### src/rtl/demux8_buf.sv
// 1-to-8 word distributor: one valid/ready input stream feeding eight
// single-entry output slots, each with its own valid/ready handshake.

module demux8_slot #(
    parameter int WIDTH = 32
) (
    input  logic             clk,
    input  logic             reset,
    input  logic             flush_i,
    input  logic             load_i,
    input  logic             drain_i,
    input  logic [WIDTH-1:0] data_i,
    output logic [WIDTH-1:0] data_o,
    output logic             valid_o
);

    typedef enum logic {
        EMPTY = 1'b0,
        FULL  = 1'b1
    } slot_state_e;

    slot_state_e      state_q, state_d;
    logic [WIDTH-1:0] data_q,  data_d;

    always_ff @(posedge clk or posedge reset) begin
        if (reset) begin
            state_q <= EMPTY;
            data_q  <= '0;
        end else begin
            state_q <= state_d;
            data_q  <= data_d;
        end
    end

    // A load in the same edge as a drain wins, keeping the slot FULL at
    // one word per clock. Load is never raised while flush is high.
    always_comb begin
        state_d = state_q;
        data_d  = data_q;
        if (flush_i) begin
            state_d = EMPTY;
        end else if (load_i) begin
            state_d = FULL;
            data_d  = data_i;
        end else if (state_q == FULL && drain_i) begin
            state_d = EMPTY;
        end
    end

    assign data_o  = data_q;
    assign valid_o = (state_q == FULL);

endmodule

module demux8_buf #(
    parameter int WIDTH = 32
) (
    input  logic               clk,
    input  logic               reset,
    input  logic               flush,
    input  logic [WIDTH-1:0]   in_data,
    input  logic [2:0]         in_sel,
    input  logic               in_valid,
    output logic               in_ready,
    output logic [8*WIDTH-1:0] out_data,
    output logic [7:0]         out_valid,
    input  logic [7:0]         out_ready,
    output logic [15:0]        accept_count
);

    logic        accept;
    logic [7:0]  load;
    logic [15:0] count_q, count_d;

    // Ready only looks at the addressed slot, never at in_valid.
    assign in_ready = !reset && !flush &&
                      (!out_valid[in_sel] || out_ready[in_sel]);
    assign accept   = in_valid && in_ready;

    always_comb begin
        load         = '0;
        load[in_sel] = accept;
    end

    for (genvar i = 0; i < 8; i++) begin : g_slot
        demux8_slot #(.WIDTH(WIDTH)) u_slot (
            .clk     (clk),
            .reset   (reset),
            .flush_i (flush),
            .load_i  (load[i]),
            .drain_i (out_ready[i]),
            .data_i  (in_data),
            .data_o  (out_data[WIDTH*i +: WIDTH]),
            .valid_o (out_valid[i])
        );
    end

    always_ff @(posedge clk or posedge reset) begin
        if (reset) count_q <= '0;
        else       count_q <= count_d;
    end

    always_comb begin
        count_d = count_q;
        if (accept) count_d = count_q + 16'd1;
    end

    assign accept_count = count_q;

endmodule
### config.mk
export PLATFORM = sky130hd
export DESIGN_NAME = demux8_buf
export DESIGN_NICKNAME = d
export VERILOG_FILES = /design/src/rtl/demux8_buf.sv
export SDC_FILE = /design/constraint.sdc
export NUM_CORES = 1
export LEC_CHECK = 0
export BUFFER_PORTS_ARGS = -buffer_cell sky130_fd_sc_hd__clkbuf_2
export CAP_MARGIN = 30
export CORE_MARGIN = 2
export CORE_UTILIZATION = 49
export CTS_BUF_LIST = sky130_fd_sc_hd__clkbuf_8
export CTS_CLUSTER_SIZE = 40
export DETAILED_ROUTE_END_ITERATION = 8
export HOLD_SLACK_MARGIN = 0.08
export PLACE_DENSITY_LB_ADDON = 0.12
export SYNTH_ARGS = -nofsm -noshare
export SYNTH_HDL_FRONTEND = slang
export SYNTH_SLANG_ARGS = --single-unit
### constraint.sdc
create_clock -name clk -period 10.1 [get_ports clk]
set_input_delay 2.525 -clock clk [delete_from_list [all_inputs] [get_ports clk]]
set_output_delay 2.525 -clock clk [all_outputs]
set_load 0.005 [all_outputs]
==> summary.md, run 1 <==
| Metric | Value |
|---|---|
| CP startpoint kind | `input port` |
| Top cells by count, synth | `280 x dfrtp_1, 161 x mux2_2, 88 x mux2_4` |
| Most numerous cell on the critical path | `clkbuf_2` |
| Resized cells post-CTS | `0` |
| RSZ-0062 raised after global routing | `no` |
| Leading area contributor after synthesis | `dfrtp_1` |
| Setup TNS Final | `0 ns` |
| Final setup viols | `0` |
| Synth Cell Area | `11300 um2` |
| CTS tree | `yes` |
| Num CTS Buffers | `46` |
| Busiest grt layer | `met2` |
| Min Tclk post-route | `6.72 ns` |
| Setup Skew | `0.0129 ns` |
| Min-delay worst type | `flop to flop` |
| Die area | `24300 um2` |
| Core area | `22600 um2` |
| FP Rows | `55` |
| Slew HR | `0.346` |
| Hold Fails Final Rpt | `0` |
| Syn_area_per_cell | `16.8 um2` |
| Worst vdd ir | `0.144 mV` |
| Post-route ant nets | `0` |
| Part of the cycle the worst path needs | `0.665` |
| Yosys warns | `0` |
| Max-slew violation count | `0` |
| Vias/cell | `5.13` |
| Largest net degree at the start of global routing | `151` |
| Dpl hpwl | `18.6 mm` |
| CP max-delay cell | `a311o_1` |
| GR Util met3 | `0.0706` |
| Met1 GRT Util | `0.296` |
| Post-DP Area | `13100 um2` |
| Drc violations | `0` |
| Status | `finished clean` |
| Post-Layout Inst Area | `14000 um2` |
| GP Congestion | `0.811` |
| Power consumption | `2.99 mW` |
| # port buffers | `327` |
| WHS | `0.468 ns` |
| Count leader, synth | `dfrtp_1` |
| Critical path data required time | `7.58 ns` |
| Root Buffer | `clkbuf_8` |
| Synth top area cells | `dfrtp_1 62%, mux2_2 16%, mux2_4 12%, buf_4 1.3%, buf_6 1.0%` |
| Ports | `328` |
| Buf/Inv on CP | `2` |
| Via Count | `6865` |
| Setup Crit Path Kind | `input port to output port` |
| 1st-pass router iterations | `4` |
| Crit path arrival time | `4.19 ns` |
| Met2 usage | `0.362` |
| H-tree Lvls | `2` |
| Hold buffer count at cts | `0` |
| Ant diodes | `0` |
| Die Y | `156 um` |
| Fmax | `149 MHz` |
| Die width | `156 um` |
| Synthesized flop and latch total | `280` |
| Gate Count Post-Synth | `672` |
| Final-layout fill cell count | `1792` |
| Number of max-cap violations | `0` |
| Initial antenna violation count | `0` |
| P_leak | `7.31 nW` |
| GRT Overall Usage | `0.226` |
| Setup crit end kind | `output port` |
| CTS clk-pin slew, worst paths | `0.06 ns` |
| # clock sinks | `280` |
| Post-synth top flop | `dfrtp_1` |
| Async SR Flop Fraction | `1.00` |
| Vias in the first global route | `7018` |
| # Post-CTS Setup Buffers | `0` |
| Family with the most delay on the worst path | `simple AND/OR/NAND/NOR gates` |
| Final net count | `1069` |
| Starting Density | `0.499` |
| Area Growth Syn to Fin | `24.1%` |
| Clock buffer depth | `3` |
| GRT overflow | `0` |
| Count of cell types in the netlist | `42` |
| Syn nets | `720` |
| Clock Latency Late Sink | `0.53 ns` |
| Worst path max stage delay | `0.40 ns` |
| Avg WL per Cell | `20.7 um` |
| Wirelength, routed | `27.8 mm` |
| Seq/Total Area, Yosys | `0.620` |
| Tightest Pin Transition | `0.973 ns` |
| Cell Pwr Density | `213 nW/um2` |
| Post-synth EDFFs | `0` |
| Layout cells sized above 1 | `0.636` |
| Detailed Route Iter0 Violations | `327` |
| Worst Path Max Fanout | `14` |
| Critical Path, Cell by Cell | `clkbuf_2 -> mux2_1 -> a311o_1 -> or2_2 -> nor3b_1 -> clkbuf_2` |
| First-pass GRT wire length | `41.9 mm` |
| Synth top area share | `0.620` |
worst paths after layout:
path | cells after the start | slack, ns | endpoint | start
worst min-delay path | 1 | 0.47 | accept_count[15] | accept_count[15]
worst max-delay path | 6 | 3.38 | in_ready | in_sel[0]
min in group asynchronous | 3 | 2.21 | g_slot[5].u_slot.valid_o | reset
worst min register to register | 1 | 0.47 | accept_count[15] | accept_count[15]
worst max register to register | 7 | 6.90 | g_slot[0].u_slot.data_o[28] | g_slot[0].u_slot.valid_o
max in group asynchronous | 4 | 6.35 | g_slot[5].u_slot.data_o[11] | reset
through the flow:
step                      setup WS, ns  instances   util
final                             3.38       1339  0.620
after global routing              3.32       1339  0.620
after CTS                         3.38       1339  0.620
after detailed placement          3.38       1258  0.580
after global placement            3.38       1256  0.578
after floorplan                   3.87        672      -
cells by family (layout without fill, tap and decap cells):
logic type	after synthesis	after routing	synth area share
flip-flops	280	280	0.620
adder cells (fa/ha/maj)	1	1	0.00111
XOR/XNOR	15	15	0.0116
AND/OR/NAND/NOR	62	62	0.0414
buffers and inverters	43	425	0.0293
AO/OA/AOI/OAI	8	8	0.00642
multiplexers	263	263	0.291
layout make-up:
type | count | area, um2 | area share
sequential | 280 | 7010 | 0.499
clock inverter | 22 | 86.3 | 0.00615
clock buffer | 59 | 812 | 0.0579
timing repair buffer | 340 | 1770 | 0.126
inverter | 4 | 18.8 | 0.00134
tap | 285 | 357 | 0.0254
multi-input combinational | 349 | 3980 | 0.283
state kept, by name, summed over array words and instances, names as in the netlist:
signal,cells
g_slot.u_slot.data_o,256
accept_count,16
g_slot.u_slot.valid_o,8
worst reg2reg max path: stages (launching register included):
cell and delay (ns):
dfrtp_1 0.42, mux2i_1 0.15, o21ai_1 0.09, a211oi_2 0.34
o21ai_4 0.29, nor4_4 0.82, buf_4 0.53, mux2_2 0.42
cell usage in the layout, fill, tap and decap left out, types with 2 or more instances in the layout:
cell type | Yosys | final
inv_1 | 4 | 22
clkbuf_2 | 0 | 327
dfrtp_1 | 280 | 280
nor2_1 | 8 | 8
and3_1 | 2 | 2
or2_1 | 2 | 2
buf_4 | 20 | 10
xnor2_1 | 3 | 3
mux2i_1 | 5 | 5
nand3_1 | 6 | 6
nor4_1 | 2 | 2
nor3b_1 | 9 | 9
or2_2 | 7 | 7
nor3_4 | 2 | 2
xor2_1 | 12 | 12
mux2_2 | 161 | 161
nor3_1 | 4 | 4
nand2_1 | 6 | 6
mux2_4 | 88 | 88
nor4b_4 | 2 | 2
clkbuf_8 | 0 | 59
nor4bb_1 | 2 | 2
nand4b_1 | 2 | 2
nor4_4 | 2 | 2
mux2_1 | 9 | 9
clkinv_2 | 0 | 3
power by group:
group | internal, mW | switching, mW | total [mW]
sequential | 1.34 | 0.121 | 1.46
combinational | 0.341 | 0.245 | 0.586
clock | 0.520 | 0.429 | 0.949
total | 2.20 | 0.795 | 2.99
routing by layer:
metal | vias up | share of wire | wire length, um
met5 | - | 0 | 0
met4 | 0 | 0.025 | 696
met3 | 51 | 0.084 | 2320
met2 | 252 | 0.47 | 13100
met1 | 3490 | 0.42 | 11600
li1 | 3072 | - | -
Power figures use the tool's default switching activity.
==> run 2, diff against run 1 <==
Settings changed: CORE_UTILIZATION 49 to 54.
Clock period 10.1 ns to 6.3 ns, I/O delays scaled along.
==> run 2 against run 1 <==
Against the previous run: hold slack got worse by 0.0010 ns; power rose by 57%; clock power up 51%; core utilization is 6.4 points higher; sequential share of layout area up 0.38 points; critical path depth rose by 1; wire length is 3.4% lower; flip-flop and latch count unchanged; register-to-register slack lost 3.8 ns.
==> summary.md, run 2 (synthesis results as in run 1) <==
| Metric | Value |
|---|---|
| Status | `finished clean` |
| P_leak | `7.26 nW (-0.61%)` |
| RSZ-0062 raised after global routing | `no` |
| Commonest non-fill, non-tap cell in the layout | `clkbuf_2` |
| R2R cell count | `7 (unchanged)` |
| # Post-CTS Setup Buffers | `0 (unchanged)` |
| Worst vdd ir | `0.200 mV (+39%)` |
| CTS tree | `yes` |
| Root Buffer | `clkbuf_8` |
| Max reg flops | `256 (unchanged)` |
| Die width | `149 um (-4.6%)` |
| End point of the critical path | `in_ready` |
| Via Count | `6808 (-0.83%)` |
| Clock Latency Late Sink | `0.53 ns (about the same)` |
| Setup Skew | `0.0153 ns (+0.00235 ns)` |
| Non-filler cells, final | `1317 (-1.6%)` |
| Slew HR | `0.365 (+0.0190)` |
| Resized cells post-CTS | `0 (unchanged)` |
| Ant diodes | `0 (unchanged)` |
| Setup crit end kind | `output port` |
| Dpl hpwl | `17.7 mm (-4.9%)` |
| Min-delay worst type | `flop to flop` |
| Setup TNS Final | `0 ns (unchanged)` |
| Num CTS Buffers | `45 (-2.2%)` |
| Worst reg2reg setup slack | `3.12 ns (-3.78 ns)` |
| 1st-pass router iterations | `4 (unchanged)` |
| Layout cells sized above 1 | `0.633 (-0.00244)` |
| Area Growth Syn to Fin | `23.1%` |
| # clock sinks | `280 (unchanged)` |
| Critical path data required time | `4.72 ns (-2.86 ns)` |
| Hold Crit Depth | `1 (unchanged)` |
| Drc violations | `0 (unchanged)` |
| Wirelength, routed | `26.8 mm (-3.4%)` |
| Number of max-cap violations | `0 (unchanged)` |
| Worst r2r src | `g_slot[2].u_slot.valid_o` |
| Worst Path Max Fanout | `18 (+4)` |
| FP Rows | `52 (-5.5%)` |
| Detailed Route Iter0 Violations | `257 (-21%)` |
| Placed Cells | `1242 (-1.3%)` |
| Most frequent cells in the layout | `327 x clkbuf_2, 280 x dfrtp_1, 161 x mux2_2` |
| First-pass GRT wire length | `41.5 mm (-1.0%)` |
| Avg WL per Cell | `20.4 um (-1.8%)` |
| Setup Crit Path Kind | `input port to output port` |
| Cell Pwr Density | `338 nW/um2 (+59%)` |
| Final setup viols | `0 (unchanged)` |
| Clock buffer depth | `3 (unchanged)` |
| H-tree Lvls | `2 (unchanged)` |
| Post-route ant nets | `0 (unchanged)` |
| Hold buffer count at cts | `0 (unchanged)` |
| Fmax | `207 MHz` |
| Initial antenna violation count | `0 (unchanged)` |
| Ports | `328 (unchanged)` |
| Max-slew violation count | `0 (unchanged)` |
| Vias in the first global route | `7036 (+0.26%)` |
| CTS clk-pin slew, worst paths | `0.06 ns (about the same)` |
| Starting Density | `0.555 (+0.0558)` |
| Largest net degree at the start of global routing | `150 (-0.66%)` |
| CP startpoint kind | `input port` |
| Die Y | `149 um (-4.6%)` |
| Final net count | `1068 (-0.094%)` |
| Core area | `20400 um2 (-10%)` |
| Reg-to-Reg End | `g_slot[6].u_slot.data_o[30]` |
| Part of the cycle the worst path needs | `0.768` |
| GRT overflow | `0 (unchanged)` |
| Tightest Pin Transition | `0.948 ns (-0.0252 ns)` |
| Crit path launch | `in_sel[2]` |
| GRT Overall Usage | `0.244 (+0.0182)` |
| Crit path arrival time | `3.26 ns (-0.93 ns)` |
| # port buffers | `327 (unchanged)` |
| GP Congestion | `0.900 (+11%)` |
| Vias/cell | `5.17 (+0.83%)` |
| Min Tclk post-route | `4.84 ns` |
| Die area | `22100 um2 (-9.0%)` |
| Hold Fails Final Rpt | `0 (unchanged)` |
run 2: cell count changes in the layout (fill, tap and decap cells not counted), sizes merged:
cell / previous run / this run
clkbuf: 386 / 381
clkinv: 3 / 1
run 2: routing by layer:
metal  wire length, um  vias to the layer above  share of wire  global-route usage
met5                 0                        -              0                   0
met4               782                        0          0.029              0.0890
met3              1980                       53          0.074              0.0718
met2             12500                      241           0.47               0.376
met1             11600                     3445           0.43               0.334
li1                  -                     3069              -                   -
run 2: per-stage QoR:
step	cell area, um2	hold slack (ns)	util	worst slack, ns	power [mW]
floorplan	11300	0.465	-	1.02	2.80
global placement	13100	0.457	0.643	1.50	3.29
detailed placement	13100	0.468	0.643	1.43	3.32
CTS	13900	0.476	0.683	1.46	4.77
global route	13900	0.505	0.684	1.38	4.96
finish	13900	0.467	0.684	1.46	4.71
run 2: worst min path at each step:
stage	from	to	slack, ns
CTS	accept_count[15]	accept_count[15]	0.48
floorplan	accept_count[15]	accept_count[15]	0.46
global route	accept_count[15]	accept_count[15]	0.51
finish	accept_count[15]	accept_count[15]	0.47
detailed placement	accept_count[15]	accept_count[15]	0.47
global placement	accept_count[15]	accept_count[15]	0.46
run 2: layout make-up:
type | instances | area [um2]
flip-flops and latches | 280 | 7010
inverters | 4 | 18.8
fillers | 1479 | 6440
well taps | 270 | 338
multi-input cells | 349 | 3980
clock buffers | 54 | 743
repair buffers | 340 | 1770
clock inverters | 20 | 76.3
run 2: worst max-delay path, stage by stage:
cell and delay [ns]:
clkbuf_2 0.41, mux2i_1 0.26, o211ai_1 0.11, a311o_1 0.33
or2_2 0.32, nor3b_1 0.14, clkbuf_2 0.11
run 2: where the power goes:
part           switching [mW]  internal (mW)  leakage [nW]
clock                   0.667          0.765         0.493
combinational           0.388          0.546          3.15
sequential              0.201           2.14          3.62
